$ cat config.mk
export PLATFORM = sky130hd
export DESIGN_NAME = ysyx_22040931_load_ctrl_flat
export DESIGN_NICKNAME = d
export VERILOG_FILES = /design/src/rtl/ysyx_22040931_load_ctrl_if.sv /design/src/rtl/ysyx_22040931_load_ctrl.sv /design/src/flat_wrapper.sv
export SDC_FILE = /design/constraint.sdc
export NUM_CORES = 1
export LEC_CHECK = 0
export ABC_AREA = 1
export CAP_MARGIN = 20
export CORE_ASPECT_RATIO = 1.2
export CORE_MARGIN = 2
export CORE_UTILIZATION = 49
export DETAILED_ROUTE_END_ITERATION = 12
export HOLD_SLACK_MARGIN = 0.15
export PLACE_DENSITY = 0.92
export RECOVER_POWER = 50
export SYNTH_ARGS = -nofsm -noshare
export SYNTH_HDL_FRONTEND = slang
export SYNTH_SLANG_ARGS = --single-unit
$ cat constraint.sdc
create_clock -name clk -period 10.1 [get_ports clk]
set_input_delay 2.02 -clock clk [delete_from_list [all_inputs] [get_ports clk]]
set_output_delay 2.02 -clock clk [all_outputs]
set_load 0.02 [all_outputs]
$ cat src/rtl/ysyx_22040931_load_ctrl_if.sv
// Data-memory read port between the load sequencer and memory.
// master: load sequencer side; slave: memory side.
interface ysyx_22040931_load_ctrl_if;
  logic        mem_req_valid;
  logic        mem_req_ready;
  logic [63:0] mem_req_addr;
  logic        mem_rsp_valid;
  logic        mem_rsp_ready;
  logic [63:0] mem_rsp_data;

  modport master (
    output mem_req_valid, mem_req_addr, mem_rsp_ready,
    input  mem_req_ready, mem_rsp_valid, mem_rsp_data
  );

  modport slave (
    input  mem_req_valid, mem_req_addr, mem_rsp_ready,
    output mem_req_ready, mem_rsp_valid, mem_rsp_data
  );
endinterface

$ cat src/rtl/ysyx_22040931_load_ctrl.sv
// Multi-cycle load sequencer: issues one aligned dword read, extracts and
// extends the addressed byte/half/word/dword, returns it to writeback and
// stalls the pipeline while the load is in flight.
// Optional macro ALIGN_CHK_EN: misaligned half/word/dword loads are rejected
// with a one-cycle misalign pulse instead of being issued.
`ifndef ysyx_22040931_MNO
  `define ysyx_22040931_MNO    3'b000
  `define ysyx_22040931_R_ONE  3'b001
  `define ysyx_22040931_R_ONEU 3'b010
  `define ysyx_22040931_R_DOU  3'b011
  `define ysyx_22040931_R_DOUU 3'b100
  `define ysyx_22040931_R_FOR  3'b101
  `define ysyx_22040931_R_FORU 3'b110
  `define ysyx_22040931_R_EIG  3'b111
`endif

module ysyx_22040931_load_ctrl #(
  parameter int unsigned TIMEOUT = 255,
  parameter int unsigned CNT_W   = 8
) (
  input  logic                             clk,
  input  logic                             rst,
  input  logic                             ld_valid,
  output logic                             ld_ready,
  input  logic [2:0]                       memrop,
  input  logic [63:0]                      addr,
  input  logic [4:0]                       rd,
  ysyx_22040931_load_ctrl_if.master        mem,
  output logic                             wb_valid,
  output logic [4:0]                       wb_rd,
  output logic [63:0]                      wb_data,
  output logic                             stall,
  output logic                             timeout,
  output logic                             misalign
);

  typedef enum logic [2:0] {
    S_IDLE,
    S_REQ,
    S_WAIT,
    S_WB
`ifdef ALIGN_CHK_EN
    , S_ERR
`endif
  } state_t;

  state_t             state, state_nx;
  logic [2:0]         op_q;
  logic [2:0]         off_q;
  logic [60:0]        base_q;
  logic [4:0]         rd_q;
  logic [63:0]        data_q;
  logic [CNT_W-1:0]   cnt_q;

  logic               accept;
  logic               expired;
  logic [63:0]        shifted;
  logic [63:0]        ext;

`ifdef ALIGN_CHK_EN
  function automatic logic is_misaligned(input logic [2:0] op, input logic [2:0] off);
    case (op)
      `ysyx_22040931_R_DOU, `ysyx_22040931_R_DOUU: is_misaligned = off[0];
      `ysyx_22040931_R_FOR, `ysyx_22040931_R_FORU: is_misaligned = |off[1:0];
      `ysyx_22040931_R_EIG:                        is_misaligned = |off;
      default:                                     is_misaligned = 1'b0;
    endcase
  endfunction
`endif

  assign accept  = (state == S_IDLE) && ld_valid && (memrop != `ysyx_22040931_MNO);
  assign expired = (state == S_WAIT) && !mem.mem_rsp_valid && (cnt_q == CNT_W'(TIMEOUT - 1));

  // Shifting the dword right zero-fills, so bytes past bit 63 read as zero.
  always_comb begin
    shifted = mem.mem_rsp_data >> {off_q, 3'b000};
    case (op_q)
      `ysyx_22040931_R_ONE:  ext = {{56{shifted[7]}},  shifted[7:0]};
      `ysyx_22040931_R_ONEU: ext = {56'd0,             shifted[7:0]};
      `ysyx_22040931_R_DOU:  ext = {{48{shifted[15]}}, shifted[15:0]};
      `ysyx_22040931_R_DOUU: ext = {48'd0,             shifted[15:0]};
      `ysyx_22040931_R_FOR:  ext = {{32{shifted[31]}}, shifted[31:0]};
      `ysyx_22040931_R_FORU: ext = {32'd0,             shifted[31:0]};
      default:               ext = shifted;
    endcase
  end

  // State register.
  always_ff @(posedge clk or posedge rst) begin
    if (rst) state <= S_IDLE;
    else     state <= state_nx;
  end

  // Next state and per-state outputs.
  always_comb begin
    state_nx          = state;
    ld_ready          = 1'b0;
    mem.mem_req_valid = 1'b0;
    mem.mem_rsp_ready = 1'b0;
    wb_valid          = 1'b0;
    stall             = 1'b0;
    timeout           = 1'b0;
    misalign          = 1'b0;
    case (state)
      S_IDLE: begin
        ld_ready = 1'b1;
        stall    = accept;
        if (accept) begin
`ifdef ALIGN_CHK_EN
          state_nx = is_misaligned(memrop, addr[2:0]) ? S_ERR : S_REQ;
`else
          state_nx = S_REQ;
`endif
        end
      end
      S_REQ: begin
        mem.mem_req_valid = 1'b1;
        stall             = 1'b1;
        if (mem.mem_req_ready) state_nx = S_WAIT;
      end
      S_WAIT: begin
        mem.mem_rsp_ready = 1'b1;
        stall             = 1'b1;
        timeout           = expired;
        if (mem.mem_rsp_valid) state_nx = S_WB;
        else if (expired)      state_nx = S_IDLE;
      end
      S_WB: begin
        wb_valid = 1'b1;
        state_nx = S_IDLE;
      end
`ifdef ALIGN_CHK_EN
      S_ERR: begin
        misalign = 1'b1;
        stall    = 1'b1;
        state_nx = S_IDLE;
      end
`endif
      default: state_nx = S_IDLE;
    endcase
  end

  // Latched load context, timeout counter and captured result.
  always_ff @(posedge clk or posedge rst) begin
    if (rst) begin
      op_q   <= '0;
      off_q  <= '0;
      base_q <= '0;
      rd_q   <= '0;
      data_q <= '0;
      cnt_q  <= '0;
    end else begin
      if (accept) begin
        op_q   <= memrop;
        off_q  <= addr[2:0];
        base_q <= addr[63:3];
        rd_q   <= rd;
      end
      if (state == S_REQ && mem.mem_req_ready)
        cnt_q <= '0;
      else if (state == S_WAIT && !mem.mem_rsp_valid)
        cnt_q <= cnt_q + 1'b1;
      if (state == S_WAIT && mem.mem_rsp_valid)
        data_q <= ext;
    end
  end

  assign mem.mem_req_addr = {base_q, 3'b000};
  assign wb_rd            = rd_q;
  assign wb_data          = data_q;

endmodule

$ cat src/flat_wrapper.sv
// flat-port wrapper written by rule: the top's interface ports become plain ports
module ysyx_22040931_load_ctrl_flat 
#(
  parameter int unsigned TIMEOUT = 255,
  parameter int unsigned CNT_W   = 8
)
  (clk, rst, ld_valid, ld_ready, memrop, addr, rd, wb_valid, wb_rd, wb_data, stall, timeout, misalign, mem_mem_req_valid, mem_mem_req_addr, mem_mem_rsp_ready, mem_mem_req_ready, mem_mem_rsp_valid, mem_mem_rsp_data);
  ysyx_22040931_load_ctrl_if mem_i ();
  input  logic clk;
  input  logic rst;
  input  logic ld_valid;
  output logic ld_ready;
  input  logic [2:0] memrop;
  input  logic [63:0] addr;
  input  logic [4:0] rd;
  output logic wb_valid;
  output logic [4:0] wb_rd;
  output logic [63:0] wb_data;
  output logic stall;
  output logic timeout;
  output logic misalign;
  output wire logic [$bits(mem_i.mem_req_valid)-1:0] mem_mem_req_valid;
  output wire logic [$bits(mem_i.mem_req_addr)-1:0] mem_mem_req_addr;
  output wire logic [$bits(mem_i.mem_rsp_ready)-1:0] mem_mem_rsp_ready;
  input wire logic [$bits(mem_i.mem_req_ready)-1:0] mem_mem_req_ready;
  input wire logic [$bits(mem_i.mem_rsp_valid)-1:0] mem_mem_rsp_valid;
  input wire logic [$bits(mem_i.mem_rsp_data)-1:0] mem_mem_rsp_data;
  assign mem_mem_req_valid = mem_i.mem_req_valid;
  assign mem_mem_req_addr = mem_i.mem_req_addr;
  assign mem_mem_rsp_ready = mem_i.mem_rsp_ready;
  assign mem_i.mem_req_ready = mem_mem_req_ready;
  assign mem_i.mem_rsp_valid = mem_mem_rsp_valid;
  assign mem_i.mem_rsp_data = mem_mem_rsp_data;
  ysyx_22040931_load_ctrl #(.TIMEOUT(TIMEOUT), .CNT_W(CNT_W)) u_core (.clk(clk), .rst(rst), .ld_valid(ld_valid), .ld_ready(ld_ready), .memrop(memrop), .addr(addr), .rd(rd), .mem(mem_i), .wb_valid(wb_valid), .wb_rd(wb_rd), .wb_data(wb_data), .stall(stall), .timeout(timeout), .misalign(misalign));
endmodule
==> impl_metrics.env, run 1 <==
export IMPL_yosysTopAreaCell="dfrtp_1"
export IMPL_initial_core_util_pct=50.07
export IMPL_cts_tree="yes"
export IMPL_drc=0
export IMPL_synth_commonest_cells="455 x nand2_1, 184 x nor2_1, 146 x dfrtp_1"
export IMPL_cp_arrival_ns=4.60
export IMPL_gr_usage_all_layers_pct=30.20
export IMPL_async_reset_ff_share_pct=100.0
export IMPL_clkLatencyLatePin_ns=0.42
export IMPL_synth_ff_type="dfrtp_1"
export IMPL_synth_distinct_cells=34
export IMPL_wire_per_inst_um=16.55
export IMPL_grt_pass1_vias=8167
export IMPL_finalCritPeriodShare_pct=65.59
export IMPL_crit_type="input pin to output port"
export IMPL_setup_tns_final_ns=0
export IMPL_cts_buffers=17
export IMPL_grt_overflow_total=0
export IMPL_finClkSkew_ns=0.01502
export IMPL_drive_above_1_share_pct=4.188
export IMPL_clk_pin_slew_ns=0.06
export IMPL_diodes=0
export IMPL_area_delta_synth_final_pct=42.43
export IMPL_synthCells=1110
export IMPL_drv_slew=174
export IMPL_slew_headroom_pct=-130.3
export IMPL_h_tree_depth=4
export IMPL_yosysSeqAreaShare_pct=46.65
export IMPL_status="complete, but fails checks"
export IMPL_worstMarginPinSlew_ns=3.455
export IMPL_netlist_top_cells_area="dfrtp_1 47%, nand2_1 22%, nor2_1 8.8%"
export IMPL_setup_violations=0
export IMPL_hpwl_um=18180
export IMPL_drv_cap=3
export IMPL_post_dp_cell_area_mm2=0.01057
export IMPL_die_h_um=142.5
export IMPL_hold_path_class="register to register"
export IMPL_nets=1495
export IMPL_regArea_mm2=0.003655
export IMPL_p_leak_nw=5.488
export IMPL_timing_critical_path_buf_inv=6
export IMPL_period_needed_ns=6.624
export IMPL_io_buffers=276
export IMPL_cts_setup_buffers=0
export IMPL_drtIter0Drc=994
export IMPL_wl_um=25970
export IMPL_end_kind="output port"
export IMPL_place_ws_ns=3.428
export IMPL_synth_edf_count=0
export IMPL_yosysWarnings=0
export IMPL_synthesis_area_mm2=0.007831
export IMPL_violations="max-capacitance violations, max-slew violations"
export IMPL_synth_avg_cell_area_um2=7.055
export IMPL_hold_viol_final=0
export IMPL_cts_hold_buf=0
export IMPL_max_stage_delay_ns=0.61
export IMPL_cts_resized=0
export IMPL_ant_nets=0
export IMPL_io_pins=281
export IMPL_max_freq_mhz=151.0
export IMPL_crit_family="buffers and inverters"
export IMPL_fin_util_pct=71.32
export IMPL_setup_ws_ns=3.476
export IMPL_via_per_inst=5.436
export IMPL_multiInputGateArea_mm2=0.003661
export IMPL_synth_top_area_share_pct=46.65
export IMPL_cp_start_kind="input pin"
export IMPL_die_area_mm2=0.01701
export IMPL_cts_root_buf="clkbuf_16"
export IMPL_vias=8529
export IMPL_cp_max_fo=76
export IMPL_cts_sinks=146
export IMPL_firstDrtPassIters=5
export IMPL_synth_most_common_cell="nand2_1"
export IMPL_worst_path_max_delay_cell="clkdlybuf4s50_1"
export IMPL_finalWeightedCongestion=0.9167
export IMPL_required_ns=8.08
export IMPL_fp_dieW_um=119.4
export IMPL_grt_pass1_wl_um=40410
export IMPL_max_clock_path_buffers=2
export IMPL_ys_ff_latch=146
export IMPL_power_density_mw_per_mm2=348.1
export IMPL_nFillCells=1215
export IMPL_antenna_found_initial=0
export IMPL_core_mm2=0.01564
export IMPL_ir_worst_vdd_uv=192.4
export IMPL_rsz0062_at_grt="no"
export IMPL_row_count=50
export IMPL_power_mw=3.883
export IMPL_path_cells="clkdlybuf4s50_1 -> nand2_1 -> inv_1 -> o31ai_4 -> buf_4 -> inv_2 -> buf_4 -> nor2_1 -> nor2_1 -> clkdlybuf4s50_1"
export IMPL_final_cell_area_mm2=0.01115
export IMPL_grt_max_degree=82
==> path summary, 6_finish.rpt <==
| path | from | to | slack, ns | cells past startpoint |
|---|---|---|---|---|
| worst max-delay path | ld_valid | stall | 3.48 | 10 |
| worst min-delay path | u_core.base_q[15]$_DFFE_PP0P_ | u_core.base_q[15]$_DFFE_PP0P_ | 0.47 | 2 |
| worst max register to register | u_core.state[0]$_DFFE_PP0P_ | u_core.wb_data[27]$_DFFE_PP0P_ | 6.02 | 8 |
| min in group asynchronous | rst | u_core.base_q[3]$_DFFE_PP0P_ | 2.83 | 2 |
| worst min register to register | u_core.base_q[15]$_DFFE_PP0P_ | u_core.base_q[15]$_DFFE_PP0P_ | 0.47 | 2 |
| max in group asynchronous | rst | u_core.wb_data[37]$_DFFE_PP0P_ | 4.71 | 3 |
==> registers in the layout, indices dropped and copies added, names as in the netlist <==
register / flops
u_core.cnt_q: 8
u_core.wb_rd: 5
u_core.state: 2
u_core.op_q: 3
u_core.off_q: 3
u_core.wb_data: 64
u_core.base_q: 61
==> worst reg2reg max path: cells and delay by family, from the launching register on <==
kind | cells | cell delay (ns)
flops | 1 | 0.44
buf+inv | 3 | 2.63
simple gates | 4 | 0.69
fa+ha+maj | 1 | 0.20
==> per-layer routing <==
| layer | global-route usage, % | vias up | routed length, µm |
|---|---|---|---|
| met3 | 8.734 | 81 | 2665 |
| met1 | 34.64 | 3935 | 9161 |
| met4 | 15.54 | 0 | 1249 |
| met2 | 51.45 | 533 | 12890 |
| met5 | 0 | - | 0 |
| li1 | - | 3980 | - |
==> layout by cell type (no fill, tap or decap), types with 9 or more instances in the layout <==
cell type,n
nand2_1,455
clkdlybuf4s50_1,215
clkbuf_16,17
dlygate4sd3_1,61
o211ai_1,17
nand3_1,79
a21oi_1,22
inv_1,32
a31oi_1,9
dfrtp_1,145
nor2_1,184
o21ai_0,49
==> logic make-up (layout without fill, tap and decap cells) <==
group                    count (synthesis)  after routing  share of synthesized area (%)
AO/OA/AOI/OAI                          107            107                          7.925
AND/OR/NAND/NOR                        739            739                          37.56
flip-flops                             146            146                          46.65
other                                    1              4                        0.04789
adder cells (fa/ha/maj)                  6              6                         0.9586
buffers and inverters                  111            359                          6.854
==> area by class of cell <==
type	count	share of cell area, %
multi-input cells	856	32.82
flip-flops and latches	146	32.77
repair buffers	287	25.62
clock buffers	18	3.937
well taps	208	2.333
inverters	40	1.380
clock inverters	14	1.144
==> per-stage QoR <==
stage,hold slack [ns],cells
after floorplan,0.4767,1113
after global placement,0.4615,1536
after detailed placement,0.4646,1536
after CTS,0.4807,1568
after global routing,0.4990,1569
final,0.4737,1569
==> power breakdown <==
group | total [mW] | internal [mW] | switching (mW)
combinational | 2.23 | 0.846 | 1.38
clock | 0.608 | 0.348 | 0.260
sequential | 1.04 | 0.870 | 0.174
total | 3.88 | 2.06 | 1.82
Note: power is estimated with default switching activity, not from simulation.
==> inputs of run 2 (changes only) <==
Settings changed: CORE_UTILIZATION 49 to 41, PLACE_DENSITY 0.92 to 0.82.
Clock period 10.1 ns to 5.9 ns, I/O delays scaled along.
==> run 2 against run 1 <==
Against the previous run:
- final cell count up 3.0%
- first-iteration DRC count down 32%
- largest power group unchanged
- critical path type is now input pin to register
- the run still ends with max-capacitance violations, max-slew violations left
- sequential power up 69%
- utilization down 12 points
- hold slack about the same
- power up 73%
- combinational power up 71%
- worst setup slack worse by 2.1 ns
- clock skew down 0.0041 ns
==> impl_metrics.env, run 2 (synthesis gave the netlist of run 1 again) <==
export IMPL_setup_violations=0
export IMPL_slew_headroom_pct=-121.3
export IMPL_finClkSkew_ns=0.01089
export IMPL_cp_arrival_ns=4.91
export IMPL_clk_pin_slew_ns=0.07
export IMPL_cp_max_fo=75
export IMPL_path_cells="clkdlybuf4s50_1 -> nand2_1 -> inv_1 -> o31ai_1 -> inv_2 -> clkbuf_1 -> nand2_1 -> nand2_1"
export IMPL_max_stage_delay_ns=2.32
export IMPL_io_buffers=276
export IMPL_cts_resized=0
export IMPL_fp_dieW_um=130.2
export IMPL_clockPowerShare_pct=17.0
export IMPL_vias=8286
export IMPL_crit_top_cell="nand2_1"
export IMPL_crit_type="input pin to register"
export IMPL_hold_viol_final=0
export IMPL_required_ns=6.24
export IMPL_nets=1495
export IMPL_power_mw=6.723
export IMPL_nFillCells=1700
export IMPL_timing_critical_path_buf_inv=4
export IMPL_max_clock_path_buffers=2
export IMPL_violations="max-capacitance violations, max-slew violations"
export IMPL_combPwrFrac_pct=56.8
export IMPL_end_kind="register"
export IMPL_whs_ns=0.4732
export IMPL_finalWeightedCongestion=0.8960
export IMPL_rsz0062_at_grt="no"
export IMPL_cts_hold_buf=0
export IMPL_core_mm2=0.01879
export IMPL_power_frac_seq_pct=26.3
export IMPL_antenna_found_initial=0
export IMPL_drtIter0Drc=680
export IMPL_grt_pass1_vias=7933
export IMPL_power_internal_mw=3.644
export IMPL_final_cell_area_mm2=0.01123
export IMPL_hpwl_um=18190
export IMPL_p_leak_nw=5.500
export IMPL_firstDrtPassIters=6
export IMPL_gr_usage_all_layers_pct=25.58
export IMPL_ant_nets=0
export IMPL_crit_family="buffers and inverters"
export IMPL_period_needed_ns=4.564
export IMPL_row_count=55
export IMPL_drc=0
export IMPL_diodes=0
export IMPL_cts_sinks=146
export IMPL_setup_ws_ns=1.336
export IMPL_cts_tree="yes"
export IMPL_cts_buffers=17
export IMPL_largest_register_ffs=64
export IMPL_fin_util_pct=59.76
export IMPL_die_area_mm2=0.02023
export IMPL_drv_cap=3
export IMPL_worstMarginPinSlew_ns=3.319
export IMPL_place_inst=1585
export IMPL_mostFrequentLayoutCell="nand2_1"
export IMPL_finalCritPeriodShare_pct=77.35
export IMPL_p_sw_mw=3.079
export IMPL_grt_max_degree=80
export IMPL_switching_share_pct=45.80
export IMPL_initial_core_util_pct=41.68
export IMPL_cp_start_kind="input pin"
export IMPL_area_delta_synth_final_pct=43.36
export IMPL_ir_worst_vdd_uv=328.8
export IMPL_power_density_mw_per_mm2=598.8
export IMPL_setup_tns_final_ns=0
export IMPL_status="complete, but fails checks"
export IMPL_clkLatencyLatePin_ns=0.42
export IMPL_cts_root_buf="clkbuf_16"
export IMPL_place_ws_ns=2.000
export IMPL_worst_path_max_delay_cell="clkbuf_1"
export IMPL_grt_pass1_wl_um=40390
export IMPL_wl_um=25680
export IMPL_die_h_um=155.4
export IMPL_via_per_inst=5.127
export IMPL_fin_cells=1616
export IMPL_grt_overflow_total=0
export IMPL_max_freq_mhz=219.1
export IMPL_cts_setup_buffers=0
export IMPL_wire_per_inst_um=15.89
export IMPL_h_tree_depth=4
export IMPL_most_common_layout_cells="455 x nand2_1, 236 x clkdlybuf4s50_1, 184 x nor2_1, 145 x dfrtp_1, 79 x nand3_1"
export IMPL_drive_above_1_share_pct=4.044
export IMPL_hold_path_class="register to register"
export IMPL_io_pins=281
export IMPL_post_dp_cell_area_mm2=0.01064
export IMPL_drv_slew=188
-- run 2: cell types whose count changed in the layout (fill, tap and decap cells not counted), sizes merged --
cell           previous run  this run
inv                      42        43
clkdlybuf4s50           215       236
bufinv                    1         3
clkinvlp                  5         4
clkinv                    6         3
dlygate4sd3              61        40
-- run 2: final cells by class --
class                   instances  area [µm²]  area share (%)
multi-input cells             856        3647           32.49
flip-flops and latches        146        3655           32.55
inverters                      40       153.9           1.371
repair buffers                287        2839           25.29
clock inverters                13       172.7           1.538
clock buffers                  18       439.2           3.912
well taps                     256       320.3           2.853
-- run 2: layer usage --
metal	up-vias	track usage (%)	part of all wire (%)
li1	3973	-	-
met1	3858	30.89	38
met2	396	42.96	48
met3	59	7.600	10
met4	0	9.524	3.3
met5	-	0	0
-- run 2: power by group through the flow --
stage | Clock (mW) | Sequential [mW] | Combinational, mW
finish | 1.14 | 1.76 | 3.82
global route | 1.20 | 1.83 | 4.18
global placement | 0 | 1.77 | 3.79
floorplan | 0 | 2.29 | 1.81
CTS | 1.15 | 1.77 | 3.87
detailed placement | 0 | 1.78 | 3.86
-- run 2: worst reg2reg max path: stages (launching register included) --
cell and delay [ns]:
dfrtp_1 0.43, inv_1 0.11, ha_1 0.25, nand2_1 0.08, inv_1 0.11, o31ai_1 0.12
inv_2 0.07, clkbuf_1 2.32, nand2_1 0.43, nand2_1 0.17
-- run 2: worst paths after layout --
| path | endpoint | startpoint | cells after the start | slack [ns] |
|---|---|---|---|---|
| max in group asynchronous | u_core.op_q[2]$_DFFE_PP0P_ | rst | 3 | 1.95 |
| min in group asynchronous | u_core.base_q[18]$_DFFE_PP0P_ | rst | 2 | 1.73 |
| worst max-delay path | u_core.base_q[9]$_DFFE_PP0P_ | ld_valid | 8 | 1.34 |
| worst max register to register | u_core.base_q[9]$_DFFE_PP0P_ | u_core.state[0]$_DFFE_PP0P_ | 9 | 1.73 |
| worst min register to register | u_core.wb_rd[0]$_DFFE_PP0P_ | u_core.wb_rd[0]$_DFFE_PP0P_ | 2 | 0.47 |
| worst min-delay path | u_core.wb_rd[0]$_DFFE_PP0P_ | u_core.wb_rd[0]$_DFFE_PP0P_ | 2 | 0.47 |
